$ cat src/rtl/pipe_adder_pkg.sv
// Shared constants for the pipelined adder/subtractor.
package pipe_adder_pkg;
  typedef enum logic {MODE_ADD = 1'b0, MODE_SUB = 1'b1} mode_e;

  localparam int DEF_WIDTH  = 32;
  localparam int DEF_STAGES = 4;
endpackage

$ cat src/rtl/pipe_adder_slice.sv
// Combinational W-bit full-adder slice; one per pipeline stage.
module pipe_adder_slice #(
  parameter int W = 8
) (
  input  logic [W-1:0] a,
  input  logic [W-1:0] b,
  input  logic         cin,
  output logic [W-1:0] sum,
  output logic         cout
);
  assign {cout, sum} = {1'b0, a} + {1'b0, b} + {{W{1'b0}}, cin};
endmodule

$ cat src/rtl/pipe_adder.sv
// Carry-pipelined adder/subtractor: stage k adds slice k, operands and partial
// sums ride along in skew registers; a full output stall freezes every stage.
module pipe_adder
  import pipe_adder_pkg::*;
#(
  parameter int WIDTH  = DEF_WIDTH,
  parameter int STAGES = DEF_STAGES
) (
  input  logic             clk_i,
  input  logic             rst_i,
  input  logic             valid_i,
  output logic             ready_o,
  input  logic [WIDTH-1:0] a_i,
  input  logic [WIDTH-1:0] b_i,
  input  logic             carry_i,
  input  logic             sub_i,
  output logic             valid_o,
  input  logic             ready_i,
  output logic [WIDTH-1:0] sum_o,
  output logic             carry_o,
  output logic             overflow_o
);
  localparam int SW = WIDTH / STAGES;

  logic                          adv;
  logic [WIDTH-1:0]              b_eff;
  logic                          c_eff;
  logic [STAGES:1]               vld_pipe;
  logic [STAGES:1][WIDTH-1:0]    a_q, b_q, sum_q;
  logic [STAGES:1]               c_q;
  logic [STAGES-1:0][SW-1:0]     s_sum;
  logic [STAGES-1:0]             s_co;

  // Subtract as a + ~b + ~borrow; b_q keeps the inverted B for overflow
  assign b_eff   = (sub_i == MODE_SUB) ? ~b_i : b_i;
  assign c_eff   = (sub_i == MODE_SUB) ? ~carry_i : carry_i;

  assign valid_o = vld_pipe[STAGES];
  assign adv     = !(valid_o && !ready_i);
  assign ready_o = adv;

  for (genvar k = 0; k < STAGES; k++) begin : g_slice
    if (k == 0) begin : g_first
      pipe_adder_slice #(.W(SW)) u_slice (
        .a(a_i[SW-1:0]), .b(b_eff[SW-1:0]), .cin(c_eff),
        .sum(s_sum[k]), .cout(s_co[k])
      );
    end else begin : g_rest
      pipe_adder_slice #(.W(SW)) u_slice (
        .a(a_q[k][k*SW +: SW]), .b(b_q[k][k*SW +: SW]), .cin(c_q[k]),
        .sum(s_sum[k]), .cout(s_co[k])
      );
    end
  end

  always_ff @(posedge clk_i) begin
    if (rst_i) begin
      vld_pipe <= '0;
      a_q      <= '0;
      b_q      <= '0;
      sum_q    <= '0;
      c_q      <= '0;
    end else if (adv) begin
      vld_pipe[1]          <= valid_i;
      a_q[1]               <= a_i;
      b_q[1]               <= b_eff;
      sum_q[1]             <= '0;
      sum_q[1][SW-1:0]     <= s_sum[0];
      c_q[1]               <= s_co[0];
      for (int k = 2; k <= STAGES; k++) begin
        vld_pipe[k]                  <= vld_pipe[k-1];
        a_q[k]                       <= a_q[k-1];
        b_q[k]                       <= b_q[k-1];
        sum_q[k]                     <= sum_q[k-1];
        sum_q[k][(k-1)*SW +: SW]     <= s_sum[k-1];
        c_q[k]                       <= s_co[k-1];
      end
    end
  end

  assign sum_o      = sum_q[STAGES];
  assign carry_o    = c_q[STAGES];
  assign overflow_o = (a_q[STAGES][WIDTH-1] == b_q[STAGES][WIDTH-1]) &&
                      (sum_q[STAGES][WIDTH-1] != a_q[STAGES][WIDTH-1]);
endmodule

$ cat config.mk
export PLATFORM = sky130hd
export DESIGN_NAME = pipe_adder
export DESIGN_NICKNAME = d
export VERILOG_FILES = /design/src/rtl/pipe_adder_pkg.sv /design/src/rtl/pipe_adder_slice.sv /design/src/rtl/pipe_adder.sv
export SDC_FILE = /design/constraint.sdc
export NUM_CORES = 1
export LEC_CHECK = 0
export CAP_MARGIN = 0
export CORE_AREA = 2 2 133 135
export DETAILED_ROUTE_END_ITERATION = 12
export DIE_AREA = 0 0 135 137
export GPL_ROUTABILITY_DRIVEN = 0
export GPL_TIMING_DRIVEN = 1
export PLACE_DENSITY = 0.71
export SYNTH_ARGS = -nofsm -noshare
export SYNTH_HDL_FRONTEND = slang
export SYNTH_SLANG_ARGS = --single-unit
$ cat constraint.sdc
create_clock -name clk_i -period 2.62 [get_ports clk_i]
set_input_delay 0.524 -clock clk_i [delete_from_list [all_inputs] [get_ports clk_i]]
set_output_delay 0.524 -clock clk_i [all_outputs]
set_load 0.05 [all_outputs]
Word level (Yosys, flattened, before mapping)
Cells that the tools add are included.

Flip-flop bits (word level): 344. Input port bits: 70. Output and inout port bits: 36.

$add $sub $neg: 8. Eq/ne operators: 2. Muxes and demuxes: 2. Bitwise logic cells: 2. Reductions and logical operators: 4.

Operator list (number): adder 8 x 8 -> 9 bit (4); adder 9 x 1 -> 9 bit (4); 2-to-1 mux 32 bit (1); NOT 32 bit (1); logical AND 1 bit (2); logical NOT 1 bit (2); == test 1 bit (1); 2-to-1 mux 1 bit (1); inequality test 1 bit (1); NOT 1 bit (1).

Depth between registers and ports, before layout
Gate-level depths: netlist of run 1.

Depth in word-level cells: 4. Depth in mapped cells: 9. Depth with buffers taken out: 7.

Hierarchy
From an unflattened synthesis of run 1, not the netlist that was laid out.

Cells, all modules: 1021. Area total of the unflattened synthesis: 8438.1 µm².

By module, submodules not included: pipe_adder (times used 1, cells an instance 856, area an instance 7110.6 µm², sequential area each 3723.6 µm²); pipe_adder_slice (g_slice[1].g_rest.u_slice ...) (times used 2, cells an instance 42, area an instance 331.6 µm², sequential area each 0.0 µm²); pipe_adder_slice (g_slice[3].g_rest.u_slice) (times used 1, cells an instance 41, area an instance 332.8 µm², sequential area each 0.0 µm²); pipe_adder_slice (g_slice[0].g_first.u_slice) (times used 1, cells an instance 40, area an instance 331.6 µm², sequential area each 0.0 µm²).

Worst setup path before layout of run 1
No wires, ideal clock.

Path type: input to register. From: input sub_i. To: register c_q[1] (netlist bit). Library setup time: 0.120 ns. Arrival time: 2.706 ns. Path slack: -0.206 ns. Stages on the path: 9. Path through: buf_2 buf_2 xor2_1 fa_1 fa_1 a211o_2 o211ai_1 a21oi_1 a211o_1.

Word-level cells in the longest chain between the ends: 3. Elaborated cells between the ends (all ways): 4.

Ends and longest elaborated chain: from (decl) (line pipe_adder.sv:16) `input logic sub_i,`; 2-to-1 mux 32 bit (line pipe_adder.sv:35) `assign b_eff = (sub_i == MODE_SUB) ? ~b_i : b_i;`; adder 8 x 8 -> 9 bit (line pipe_adder_slice.sv:11) `assign {cout, sum} = {1'b0, a} + {1'b0, b} + {{W{1'b0}}, cin};`; adder 9 x 1 -> 9 bit * (line pipe_adder_slice.sv:11); to (signal, indexed assignment) (line pipe_adder.sv:76) `c_q[k] <= s_co[k-1];`; to (decl) (line pipe_adder.sv:30) `logic [STAGES:1] c_q;`.

Every way passes the cells marked *; elsewhere a longest branch is shown, timed or not. A chain may end at the register's enable or synchronous reset.

Worst setup path after layout of run 1
From: input b_i[0]. To: register c_q[1] (netlist bit).

Word-level cells in the longest chain between the ends: 4.

Ends and longest elaborated chain: from (decl) (line pipe_adder.sv:14) `input logic [WIDTH-1:0] b_i,`; NOT 32 bit (line pipe_adder.sv:35); 2-to-1 mux 32 bit * (line pipe_adder.sv:35); adder 8 x 8 -> 9 bit * (line pipe_adder_slice.sv:11); adder 9 x 1 -> 9 bit * (line pipe_adder_slice.sv:11).

Marks and branches as above.

==> results.md, run 1 <==
- The flow ran to the end, and the final reports show no timing, DRC or antenna violations.
- STA classifies the critical path startpoint as an input port.
- Fill cells in the final layout number 1606.
- The source of the worst hold timing path is sum_o[14]$_SDFFE_PP0N_.
- The top-area cell type share of the netlist area is 44.7%.
- STA classifies the critical path endpoint as a flip-flop.
- VDD sags by at most 0.520 mV.
- The final non-filler cell area is 9930 sq um.
- Across the routed clock network, the largest skew measured is 0.00674 ns.
- For this run, design rule violations remaining after detail routing come to 0.
- For this run, global-route usage on met2 was measured as 31.0%.
- The startpoint of the lowest-slack register-to-register path is a_q[8]$_SDFFE_PP0N_.
- The final critical-path setup slack is 0.282 ns.
- Including well taps, the total number of placed cells is 1255.
- The post-place instance area is 9330 sq um.
- The top-level I/O count is 106.
- Prior to clock tree synthesis, the placed netlist has a worst setup slack of -0.167 ns.
- The pre-antenna-repair detailed-routing pass consisted of 5 iterations.
- The routed design has 18100 um of wire.
- Once the clock tree was built, the setup fixing pass inserted 0 buffers.
- The repair_antennas step left the layout with diodes totalling 0.
- Counting every net in the synthesized netlist gives 1111.
- Summed over all nets, the half-perimeter wirelength after detailed placement is 12500 um.
- The floorplan step defined a die boundary enclosing 18500 sq um.
- The initial antenna violation count was 0.
- Dividing the detail-routed wire length by the instance count gives 14.1 um.
- The clock insertion delay at the later pin of the skew report is 0.43 ns.
- For the worst flop-to-flop path, the logic depth is 6.
- In this run the worst hold path is classified as reg -> reg.
- The library cell contributing the largest single delay on the critical path is sky130_fd_sc_hd__clkdlybuf4s50_1.
- The number of global-route vias before repair is 5969.
- Row generation in the floorplan step produced 48 rows.
- The total power of the final layout is 0.00657 W.
- The total of hold buffers inserted after clock tree synthesis is 0.
- Setup violations remaining at the end of the flow were counted as 0.
- The core area is 17100 sq um.
- The via density per instance is 5.22.
- The global routing stage identified its most utilized layer as met2.
- The worst path in the final design needs a cycle of 2.34 ns, including I/O delays and setup.
- The commonest cells after synthesis are sky130_fd_sc_hd__nand2_1 (284), sky130_fd_sc_hd__dfxtp_1 (186), sky130_fd_sc_hd__a21oi_1 (150), sky130_fd_sc_hd__nor2_1 (44), sky130_fd_sc_hd__buf_2 (37).
- Averaged over all synthesized cells, the footprint is 8.29 sq um.
- Synthesis produced a netlist whose cell count is 1005.
- The number of clock buffers added by TritonCTS is 17.
- For this run, the top clock speed supported by timing is 428 MHz.
- The count of pins over their slew limit is 0.
- The analysis attributes to cell leakage a power of 3.94 nW.
- Global routing used 27.7% of the available met1 tracks.
- The actual slew at the worst max-slew pin is 0.537 ns.
- The global-route total usage across every layer is 19.8%.
- The net count reported at finish is 1155.
- The most numerous cell type found on the critical path is sky130_fd_sc_hd__fa_2.
- The number of different library cells used by synthesis comes to 49.
- TritonCTS built the clock tree.
- Across all register-to-register paths, the minimum setup slack is 0.31 ns.
- The number of instances on the worst hold path is 2.
- Entering global routing, the biggest net connects 84 pins.
- The synthesized design contains 186 register bits.
- Of all nets on the critical path, the largest fanout is 2.
- At the worst endpoint, the arrival time is 2.66 ns.
- The power density over cell area is 662 nW/um^2.
- The Yosys step of the flow raised 0 warnings.
- After synthesis, the share of flip-flops with an asynchronous set or reset is 0%.
- The number of enable flip-flop cells after synthesis is 0.
- The number of max-cap violations is 0.
- In the final layout, flip-flops and latches occupy 3720 sq um.
- The synthesized netlist occupies a cell area of 8340 sq um.
- The post-route netlist has 6.87% of its cells at a drive strength greater than 1.
- The clock drives 186 sinks.
- Walking the worst path, the cells encountered are clkdlybuf4s50_1 > xor2_1 > fa_2 > fa_2 > a211o_2 > o211ai_1 > a21oi_1 > a211o_1.
- The ratio of final minimum period to clock period is 89.2%.
- The multi-input combinational cells in the finished layout cover a total of 4050 sq um.
- The headroom to the max-slew limit is 64.1%.
- The share of the yosys chip area belonging to registers is 44.7%.
- The total via count in the routed design is 6714.
- The number of nets with antenna violations after routing is 0.
- The hold-critical path endpoint is sum_o[14]$_SDFFE_PP0N_.
- The data required time at the worst endpoint is 2.94 ns.
- The floorplan die height is 137 um.
- The total of buffers placed on input and output ports is 105.
- The initial cell density of the core is 48.9%.
- Setup repair after global routing left no endpoint under its margin.
- The die is 135 um wide.
- The first global-routing pass estimated 29200 um of wire.
- The root buffer cell chosen for the clock tree is sky130_fd_sc_hd__clkbuf_16.
- The most used flip-flop cell after synthesis is sky130_fd_sc_hd__dfxtp_1.
- The final sum of negative setup slack is 0 ns.
- The final-report hold violation count was 0.
- After the flow finishes, the layout carries non-filler instances totaling 1287.
- The maximum level of the CTS H-tree is 4.
- Compared with the post-synthesis result, the final layout area differs by 19.1%.
- Global routing consumed, on the met3 layer, 3.70% of the routing resources.
- The class of the most critical setup path is in -> reg.
- The total overflow left after global routing is 0.
- After clock tree synthesis, the clock-pin slew on the worst setup and hold paths is 0.07 ns.
- The post-cts gate resize count is 0.
- The count of routing violations after the opening detailed-route iteration is 427.
- The maximum number of buffers from clock root to sink is 2.
- The most frequently used cell type in the post-synthesis netlist is sky130_fd_sc_hd__nand2_1.
- The biggest area consumer among synthesized cells is sky130_fd_sc_hd__dfxtp_1.
- The maximum cell stage delay along the critical path is 0.41 ns.
- The capturing point of the worst reg2reg path is c_q[2]$_SDFFE_PP0N_.
- By area the synthesized netlist is led by sky130_fd_sc_hd__dfxtp_1 (45%), sky130_fd_sc_hd__nand2_1 (13%), sky130_fd_sc_hd__a21oi_1 (9.0%).
[worst max-delay path: cells and delay by family]
family          cells  cell delay (ns)
compound gates      4             0.82
xor+xnor            1             0.16
fa+ha+maj           2             0.74
buf+inv             1             0.41
[metal layers]
metal	vias up	part of all wire [%]
li1	3473	-
met1	3089	49
met2	132	46
met3	20	3.5
met4	0	1.7
met5	-	0
[power by group]
group	total (W)	internal (W)	switching, W
clock	0.00257	0.00136	0.00121
combinational	0.000878	0.000415	0.000463
sequential	0.00312	0.00301	0.000106
total	0.00657	0.00479	0.00178
[per-stage QoR]
step / hold WS [ns] / util [%]
6_report: 0.451 / 58.2
5_1_grt: 0.459 / 58.2
4_1_cts: 0.449 / 58.2
2_1_floorplan: 0.432 / -
3_5_place_dp: 0.445 / 54.7
3_3_place_gp: 0.438 / 54.7
[flip-flops by register name, indices dropped and copies added (netlist names)]
signal / flops
vld_pipe: 4
sum_q: 48
sum_o: 32
b_q: 49
c_q: 4
a_q: 49
[how the worst max path moves through the flow]
stage	from	to	slack (ns)	depth (start not counted)
6_report	b_i[0]	c_q[1]$_SDFFE_PP0N_	0.28	8
5_1_grt	b_i[0]	c_q[1]$_SDFFE_PP0N_	0.19	8
4_1_cts	b_q[127]$_SDFFE_PP0N_	overflow_o	0.29	4
3_5_place_dp	b_i[0]	c_q[1]$_SDFFE_PP0N_	-0.17	8
3_3_place_gp	b_i[0]	c_q[1]$_SDFFE_PP0N_	-0.13	8
2_1_floorplan	sub_i	c_q[1]$_SDFFE_PP0N_	-0.01	9
[cell families (layout without fill, tap and decap cells)]
logic type / after synthesis / in the layout / share of synthesized area, %
xor gates and xnor gates: 36 / 36 / 3.78
AOI/OAI and AO/OA: 257 / 257 / 19.6
adders and majority gates: 36 / 36 / 6.12
muxes: 1 / 1 / 0.120
buffers and inverters: 107 / 164 / 6.86
DFF: 186 / 186 / 44.7
and+or+nand+nor: 382 / 382 / 18.9
[cell usage in the layout, fill, tap and decap left out, types with 4 or more instances in the layout]
cell type,count
sky130_fd_sc_hd__a211o_1,19
sky130_fd_sc_hd__a211oi_1,33
sky130_fd_sc_hd__a21o_1,9
sky130_fd_sc_hd__a21oi_1,150
sky130_fd_sc_hd__a31oi_1,5
sky130_fd_sc_hd__and3_1,8
sky130_fd_sc_hd__buf_12,4
sky130_fd_sc_hd__buf_4,17
sky130_fd_sc_hd__clkbuf_16,17
sky130_fd_sc_hd__clkdlybuf4s50_1,102
sky130_fd_sc_hd__dfxtp_1,186
sky130_fd_sc_hd__fa_1,6
sky130_fd_sc_hd__ha_1,28
sky130_fd_sc_hd__inv_1,5
sky130_fd_sc_hd__inv_6,7
sky130_fd_sc_hd__inv_8,4
sky130_fd_sc_hd__nand2_1,284
sky130_fd_sc_hd__nand3_1,13
sky130_fd_sc_hd__nand3b_1,4
sky130_fd_sc_hd__nor2_1,44
sky130_fd_sc_hd__nor3_1,5
sky130_fd_sc_hd__nor4b_1,5
sky130_fd_sc_hd__o211ai_1,4
sky130_fd_sc_hd__o21a_1,5
sky130_fd_sc_hd__o21ai_0,6
sky130_fd_sc_hd__or3_1,9
sky130_fd_sc_hd__xnor2_1,27
sky130_fd_sc_hd__xor2_1,9
[cell type report]
class,count,share of cell area [%]
inverter,7,0.315
multi-input combinational,712,40.8
timing repair buffer,125,12.5
clock buffer,17,4.29
tap,225,2.84
sequential,186,37.5
clock inverter,15,1.69
No activity file was read; power rests on OpenSTA's default activity.
==> run 2: changes to the inputs <==
- CORE_AREA: 2 2 133 135 -> 2 2 124 126
- DIE_AREA: 0 0 135 137 -> 0 0 126 128
- DONT_BUFFER_PORTS: default -> 1
==> results.md, run 2 (synthesized netlist as in run 1, its figures left out) <==
- The run finished with clean final reports.
- The number of standard cells in the layout, taps in and fillers out is 1133 (-12%).
- The clock power share came to 40.3% (+1.1 points).
- The total of hold buffers inserted after clock tree synthesis is 0 (unchanged).
- The total via count in the routed design came to 6234 (-7.1%).
- The data required time at the worst endpoint is 2.10 ns (-0.84 ns).
- In this run the critical register-to-register path is launched from a_q[8]$_SDFFE_PP0N_.
- Setup repair after global routing left no endpoint under its margin.
- The capturing point of the worst reg2reg path is c_q[2]$_SDFFE_PP0N_.
- The clock skew after layout is 0.00876 ns (+0.00203 ns).
- The length in cells of the worst reg-to-reg path is 6 (unchanged).
- The met1 wire length is 8610 um (-2.5%).
- The area added between synthesis and finish is 4.61%.
- Leaving out fill and tap cells, the most frequent cell in the layout is sky130_fd_sc_hd__nand2_1.
- The total of buffers placed on input and output ports is 0 (-100%).
- The met2 wire length was 7610 um (-8.6%).
- In this run the most critical hold path is launched from rst_i.
- The pre-CTS setup slack is 0.204 ns (+0.371 ns).
- The post-detailed-placement half-perimeter wirelength was 11200 um (-10%).
- The number of buffers inserted by post-CTS setup repair is 0 (unchanged).
- The number of setup violations in the final report was 0 (unchanged).
- The final-report hold violation count is 0 (unchanged).
- The minimum setup slack among reg-to-reg paths is 0.39 ns (+0.08 ns).
- The headroom to the max-slew limit was 62.5% (-1.5 points).
- Leaving out fill and tap cells, the most frequent cells in the layout are sky130_fd_sc_hd__nand2_1 (284), sky130_fd_sc_hd__dfxtp_1 (186), sky130_fd_sc_hd__a21oi_1 (150), sky130_fd_sc_hd__nor2_1 (44), sky130_fd_sc_hd__a211oi_1 (33).
- The initial cell density of the core was 56.1% (+7.2 points).
- The net count reported at finish is 1038 (-10%).
- TritonCTS built the clock tree.
- The number of global-route vias before repair is 5316 (-11%).
- The largest fanout on the critical path was 75 (+73).
- The leakage power summed over all cells came to 3.49 nW (-12%).
- The core area is 14900 sq um (-13%).
- The hold-critical path endpoint is a_q[127]$_SDFFE_PP0N_.
- The power density over cell area is 724 nW/um^2 (+9.5%).
- The critical path is of the reg -> out type.
- The data arrival time of the critical path is 1.78 ns (-0.88 ns).
- The largest net degree at the start of global routing is 193 (+130%).
- The floorplan die height came to 128 um (-6.6%).
- The number of cell rows came to 45 (-6.3%).
- The area of the die was 16100 sq um (-13%).
- The maximum ir drop on the vdd rail is 0.558 mV (+7.3%).
- The antenna cell count came to 0 (unchanged).
- The post-cts gate resize count was 0 (unchanged).
- The root buffer cell chosen for the clock tree is sky130_fd_sc_hd__clkbuf_16.
- STA classifies the critical path startpoint as a flip-flop.
- The post-place instance area is 8140 sq um (-13%).
- The power spent charging and discharging nets is 0.00168 W (-5.8%).
- The maximum number of buffers from clock root to sink is 2 (unchanged).
- The number of instances on the worst hold path is 1 (-1).
- The maximum level of the CTS H-tree is 4 (unchanged).
- The clock input transition at the sequential cells of the worst setup and hold paths is 0.07 ns (about the same).
- The detailed-router iteration count before antenna repair came to 4 (-1).
- The remaining design rule violation count is 0 (unchanged).
- The top-level I/O count is 106 (unchanged).
- The final non-filler cell area is 8720 sq um (-12%).
- The largest registers in the layout are a_q (49), b_q (49), sum_q (48).
- The actual slew at the worst max-slew pin is 0.561 ns (+0.0243 ns).
- The combinational share of power is 9.1% (-4.3 points).
- The die outline width is 126 um (-6.7%).
- The clock insertion delay at the later pin of the skew report is 0.44 ns (about the same).
- The share of post-route cells with drive strength above 1 was 6.14% (-0.74 points).
- The number of max-cap violations is 0 (unchanged).
- The number of nets with antenna violations after routing was 0 (unchanged).
- The met3 routed wirelength is 901 um (+40%).
- The cell total after placement is 1101 (-12%).
- The wire length of the first global-routing pass is 27500 um (-5.7%).
- The internal power component is 0.00464 W (-3.2%).
- The relative contribution of sequential cells to total power is 50.6% (+3.1 points).
- The highest clock frequency the design can meet is 434 MHz (+1.6%).
- The switching power as a share of total power is 26.5% (-0.53 points).
- The final critical-path setup slack came to 0.318 ns (+0.0360 ns).
- STA classifies the critical path endpoint as an output port.
- The via density per instance came to 5.50 (+5.5%).
- The count of pins over their slew limit was 0 (unchanged).
- The final critical path time including I/O delays and setup was 2.30 ns (-0.0360 ns).
- The number of sinks driven by the clock tree is 186 (unchanged).
- The detail-routed net length per standard cell is 15.3 um (+9.0%).
- The initial antenna violation count is 0 (unchanged).
- The detailed router used layers up to and including met4.
- The smallest hold slack is 0.159 ns (-0.291 ns).
- The total CTS buffers is 17 (unchanged).
- The global-route total usage across every layer came to 21.3% (+1.4 points).
- The final routed wirelength across all metal layers is 17400 um (-4.0%).
- The count of routing violations after the opening detailed-route iteration is 511 (+20%).
- The ratio of final minimum period to clock period came to 87.9% (-1.4 points).
- The total power of the final layout is 0.00632 W (-3.9%).
- The type of the most critical hold path is in -> reg.
- The total grt overflow is 0 (unchanged).
[run 2: cell count changes in the layout (fill, tap and decap cells not counted), sizes merged]
cell,previous run,this run
clkinv,3,5
buf,23,8
clkinvlp,2,0
clkdlybuf4s50,102,0
[run 2: per-layer routing]
layer	vias to the layer above	track usage, %
li1	3246	-
met3	14	6.51
met1	2852	30.6
met5	-	0
met2	122	30.9
met4	0	6.21
[run 2: stage by stage]
step                      utilization [%]  setup TNS (ns)
after floorplan                         -         -0.0122
after global placement               54.8               0
after detailed placement             54.8               0
after CTS                            58.7               0
after global routing                 58.7               0
final                                58.7               0
[run 2: how the worst max path moves through the flow]
| stage | to | depth (start not counted) | slack, ns | from |
|---|---|---|---|---|
| floorplan | c_q[1]$_SDFFE_PP0N_ | 9 | -0.01 | sub_i |
| global placement | c_q[1]$_SDFFE_PP0N_ | 7 | 0.23 | sub_i |
| detailed placement | c_q[1]$_SDFFE_PP0N_ | 7 | 0.20 | sub_i |
| CTS | ready_o | 4 | 0.30 | vld_pipe[4]$_SDFFE_PP0N_ |
| global route | ready_o | 4 | 0.23 | vld_pipe[4]$_SDFFE_PP0N_ |
| finish | ready_o | 4 | 0.32 | vld_pipe[4]$_SDFFE_PP0N_ |
[run 2: power groups by stage]
| stage | clock network, W | logic, W | registers, W |
|---|---|---|---|
| floorplan | 0 | 0.000617 | 0.00315 |
| global placement | 0 | 0.000559 | 0.00326 |
| detailed placement | 0 | 0.000568 | 0.00326 |
| CTS | 0.00259 | 0.000575 | 0.00320 |
| global route | 0.00271 | 0.000649 | 0.00322 |
| finish | 0.00254 | 0.000575 | 0.00320 |
[run 2: final cells by class]
class	count	area, sq um
inverter	7	31.3
sequential	186	3720
clock buffer	17	425
timing repair buffer	8	97.6
fill	1384	6140
clock inverter	15	154
multi-input combinational	712	4050
tap	188	235
[run 2: critical path, cell delays in order (launching register included)]
cell and delay (ns):
sky130_fd_sc_hd__dfxtp_1 0.30, sky130_fd_sc_hd__buf_4 0.18, sky130_fd_sc_hd__nor2b_4 0.18, sky130_fd_sc_hd__inv_6 0.27, sky130_fd_sc_hd__buf_12 0.36
==> run 3: changes to the inputs <==
- RECOVER_POWER: default -> 25
==> results.md, run 3 (synthesized netlist as in run 1, its figures left out) <==
- The run finished with clean final reports.
- The number of buffers inserted by post-CTS setup repair is 0 (unchanged).
- The power density over cell area is 725 nW/um^2 (+0.14%).
- In the final layout, the registers with the most flip-flops are a_q (49), b_q (49), sum_q (48).
- The final routed wirelength across all metal layers is 17400 um (about the same).
- The maximum number of buffers from clock root to sink is 2 (unchanged).
- The detailed-router iteration count before antenna repair was 5 (+1).
- The post-cts gate resize count was 0 (unchanged).
- The via density per instance is 5.50 (about the same).
- The area of the die is 16100 sq um (unchanged).
- The multi-input gate area in the final layout is 4050 sq um (unchanged).
- The total CTS buffers is 17 (unchanged).
- The endpoint identified for the worst register-to-register timing path is c_q[2]$_SDFFE_PP0N_.
- The number of cells on the critical path was 4 (unchanged).
- The net count reported at finish came to 1038 (unchanged).
- The clock input transition at the sequential cells of the worst setup and hold paths is 0.07 ns (about the same).
- The floorplan die height came to 128 um (unchanged).
- For this design, the slowest cell found on the critical path is sky130_fd_sc_hd__buf_12.
- The length in cells of the worst reg-to-reg path is 6 (unchanged).
- The final critical-path setup slack is 0.327 ns (+0.00956 ns).
- The die outline width was 126 um (unchanged).
- The area added between synthesis and finish is 4.46%.
- The maximum level of the CTS H-tree is 4 (unchanged).
- The clock insertion delay at the later pin of the skew report is 0.44 ns (about the same).
- The cell family with the largest share of critical-path delay is buffers and inverters.
- The nature of the critical path endpoint is an output port.
- The cell total after placement is 1101 (unchanged).
- The number of cell rows is 45 (unchanged).
- The final critical path time including I/O delays and setup is 2.29 ns (-0.00957 ns).
- The total of buffers placed on input and output ports is 0 (unchanged).
- The minimum setup slack among reg-to-reg paths is 0.39 ns (about the same).
- In this run the clock root is driven by a sky130_fd_sc_hd__clkbuf_16.
- The total grt overflow came to 0 (unchanged).
- The number of setup violations in the final report came to 0 (unchanged).
- The core area was 14900 sq um (unchanged).
- The leakage power summed over all cells was 3.49 nW (about the same).
- The worst register-to-register path begins at a_q[8]$_SDFFE_PP0N_.
- The critical path in this run is classified as reg -> out.
- The initial antenna violation count was 0 (unchanged).
- The data required time at the worst endpoint is 2.10 ns (about the same).
- The number of instances on the worst hold path is 1 (unchanged).
- The number of nets with antenna violations after routing is 0 (unchanged).
- The actual slew at the worst max-slew pin was 1.02 ns (+0.455 ns).
- The share of post-route cells with drive strength above 1 is 6.14% (unchanged).
- The number of sinks driven by the clock tree is 186 (unchanged).
- The largest fanout on the critical path came to 75 (unchanged).
- Leaving out fill and tap cells, the most frequent cells in the layout are sky130_fd_sc_hd__nand2_1 (284), sky130_fd_sc_hd__dfxtp_1 (186), sky130_fd_sc_hd__a21oi_1 (150), sky130_fd_sc_hd__nor2_1 (44), sky130_fd_sc_hd__a211oi_1 (33).
- The detail-routed net length per standard cell is 15.3 um (about the same).
- The number of global-route vias before repair was 5316 (unchanged).
- The number of max-cap violations is 0 (unchanged).
- The largest net degree at the start of global routing is 193 (unchanged).
- The critical path startpoint is vld_pipe[4]$_SDFFE_PP0N_.
- The maximum cell stage delay along the critical path is 0.36 ns (about the same).
- The final-report hold violation count is 0 (unchanged).
- The data arrival time of the critical path was 1.77 ns (about the same).
- Walking the worst path, the cells encountered are buf_4 > nor2b_4 > inv_6 > buf_12.
- STA classifies the critical path startpoint as a flip-flop.
- The top-level I/O count is 106 (unchanged).
- The antenna cell count is 0 (unchanged).
- The count of pins over their slew limit is 0 (unchanged).
- The tightest min-delay check is of the in -> reg type.
- The sequential cell area is 3720 sq um (unchanged).
- Leaving out fill and tap cells, the most frequent cell in the layout is sky130_fd_sc_hd__nand2_1.
- The end point of the critical path is ready_o.
- The final sum of negative setup slack is 0 ns (unchanged).
- The number of inserted filler cells in the final layout came to 1385 (+0.072%).
- The remaining design rule violation count is 0 (unchanged).
- The share of the core filled with cells is 58.6% (-0.084 points).
- The number of buffer and inverter instances along the worst setup path was 3 (unchanged).
- The maximum ir drop on the vdd rail was 0.558 mV (about the same).
- The highest clock frequency the design can meet was 436 MHz (+0.42%).
- The wire length of the first global-routing pass was 27500 um (unchanged).
- The count of routing violations after the opening detailed-route iteration is 511 (unchanged).
- The total of hold buffers inserted after clock tree synthesis is 0 (unchanged).
- The headroom to the max-slew limit is 32.2% (-30 points).
- The TritonCTS clock tree is yes.
- The clock skew after layout is 0.00863 ns (-0.000135 ns).
- The total via count in the routed design is 6237 (+0.048%).
- The number of standard cells in the layout, taps in and fillers out is 1133 (unchanged).
- Setup repair after global routing left no endpoint under its margin.
- The initial cell density of the core was 56.1% (unchanged).
- The pre-CTS setup slack came to 0.204 ns (unchanged).
- The post-detailed-placement half-perimeter wirelength is 11200 um (unchanged).
- The ratio of final minimum period to clock period came to 87.5% (-0.37 points).
- The global-route total usage across every layer was 21.3% (unchanged).
## run 3: changes by cell type in the layout (fill, tap and decap cells not counted), sizes merged
cell    delta
buf        -1
clkbuf     +1
## run 3: area by class of cell
| class | count | share of cell area (%) |
|---|---|---|
| Clock buffer | 17 | 4.89 |
| Clock inverter | 15 | 1.77 |
| Inverter | 7 | 0.359 |
| Multi-Input combinational cell | 712 | 46.5 |
| Sequential cell | 186 | 42.8 |
| Tap cell | 188 | 2.70 |
| Timing Repair Buffer | 8 | 0.977 |
## run 3: worst min-delay path by stage
| stage | from | to |
|---|---|---|
| floorplan | sum_q[3]$_SDFFE_PP0N_ | sum_q[3]$_SDFFE_PP0N_ |
| global placement | a_q[23]$_SDFFE_PP0N_ | a_q[23]$_SDFFE_PP0N_ |
| detailed placement | a_q[25]$_SDFFE_PP0N_ | a_q[25]$_SDFFE_PP0N_ |
| CTS | rst_i | sum_o[27]$_SDFFE_PP0N_ |
| global route | rst_i | a_q[94]$_SDFFE_PP0N_ |
| finish | rst_i | a_q[127]$_SDFFE_PP0N_ |
## run 3: layer usage
metal,GRT usage [%],wire (um)
met5,0,0
met3,6.51,904
met4,6.21,261
met1,30.6,8630
met2,30.9,7590
## run 3: metrics by stage
stage	hold slack (ns)	instance area, sq um	power [W]
2_1_floorplan	0.432	8350	0.00377
3_3_place_gp	0.434	8140	0.00382
3_5_place_dp	0.439	8140	0.00383
4_1_cts	0.138	8720	0.00636
5_1_grt	0.136	8710	0.00658
6_report	0.160	8710	0.00632
## run 3: power by group
group	switching (W)	internal [W]	total, W	leakage (nW)
clock	0.00119	0.00135	0.00254	0.288
combinational	0.000298	0.000276	0.000574	1.67
sequential	0.000183	0.00301	0.00320	1.53
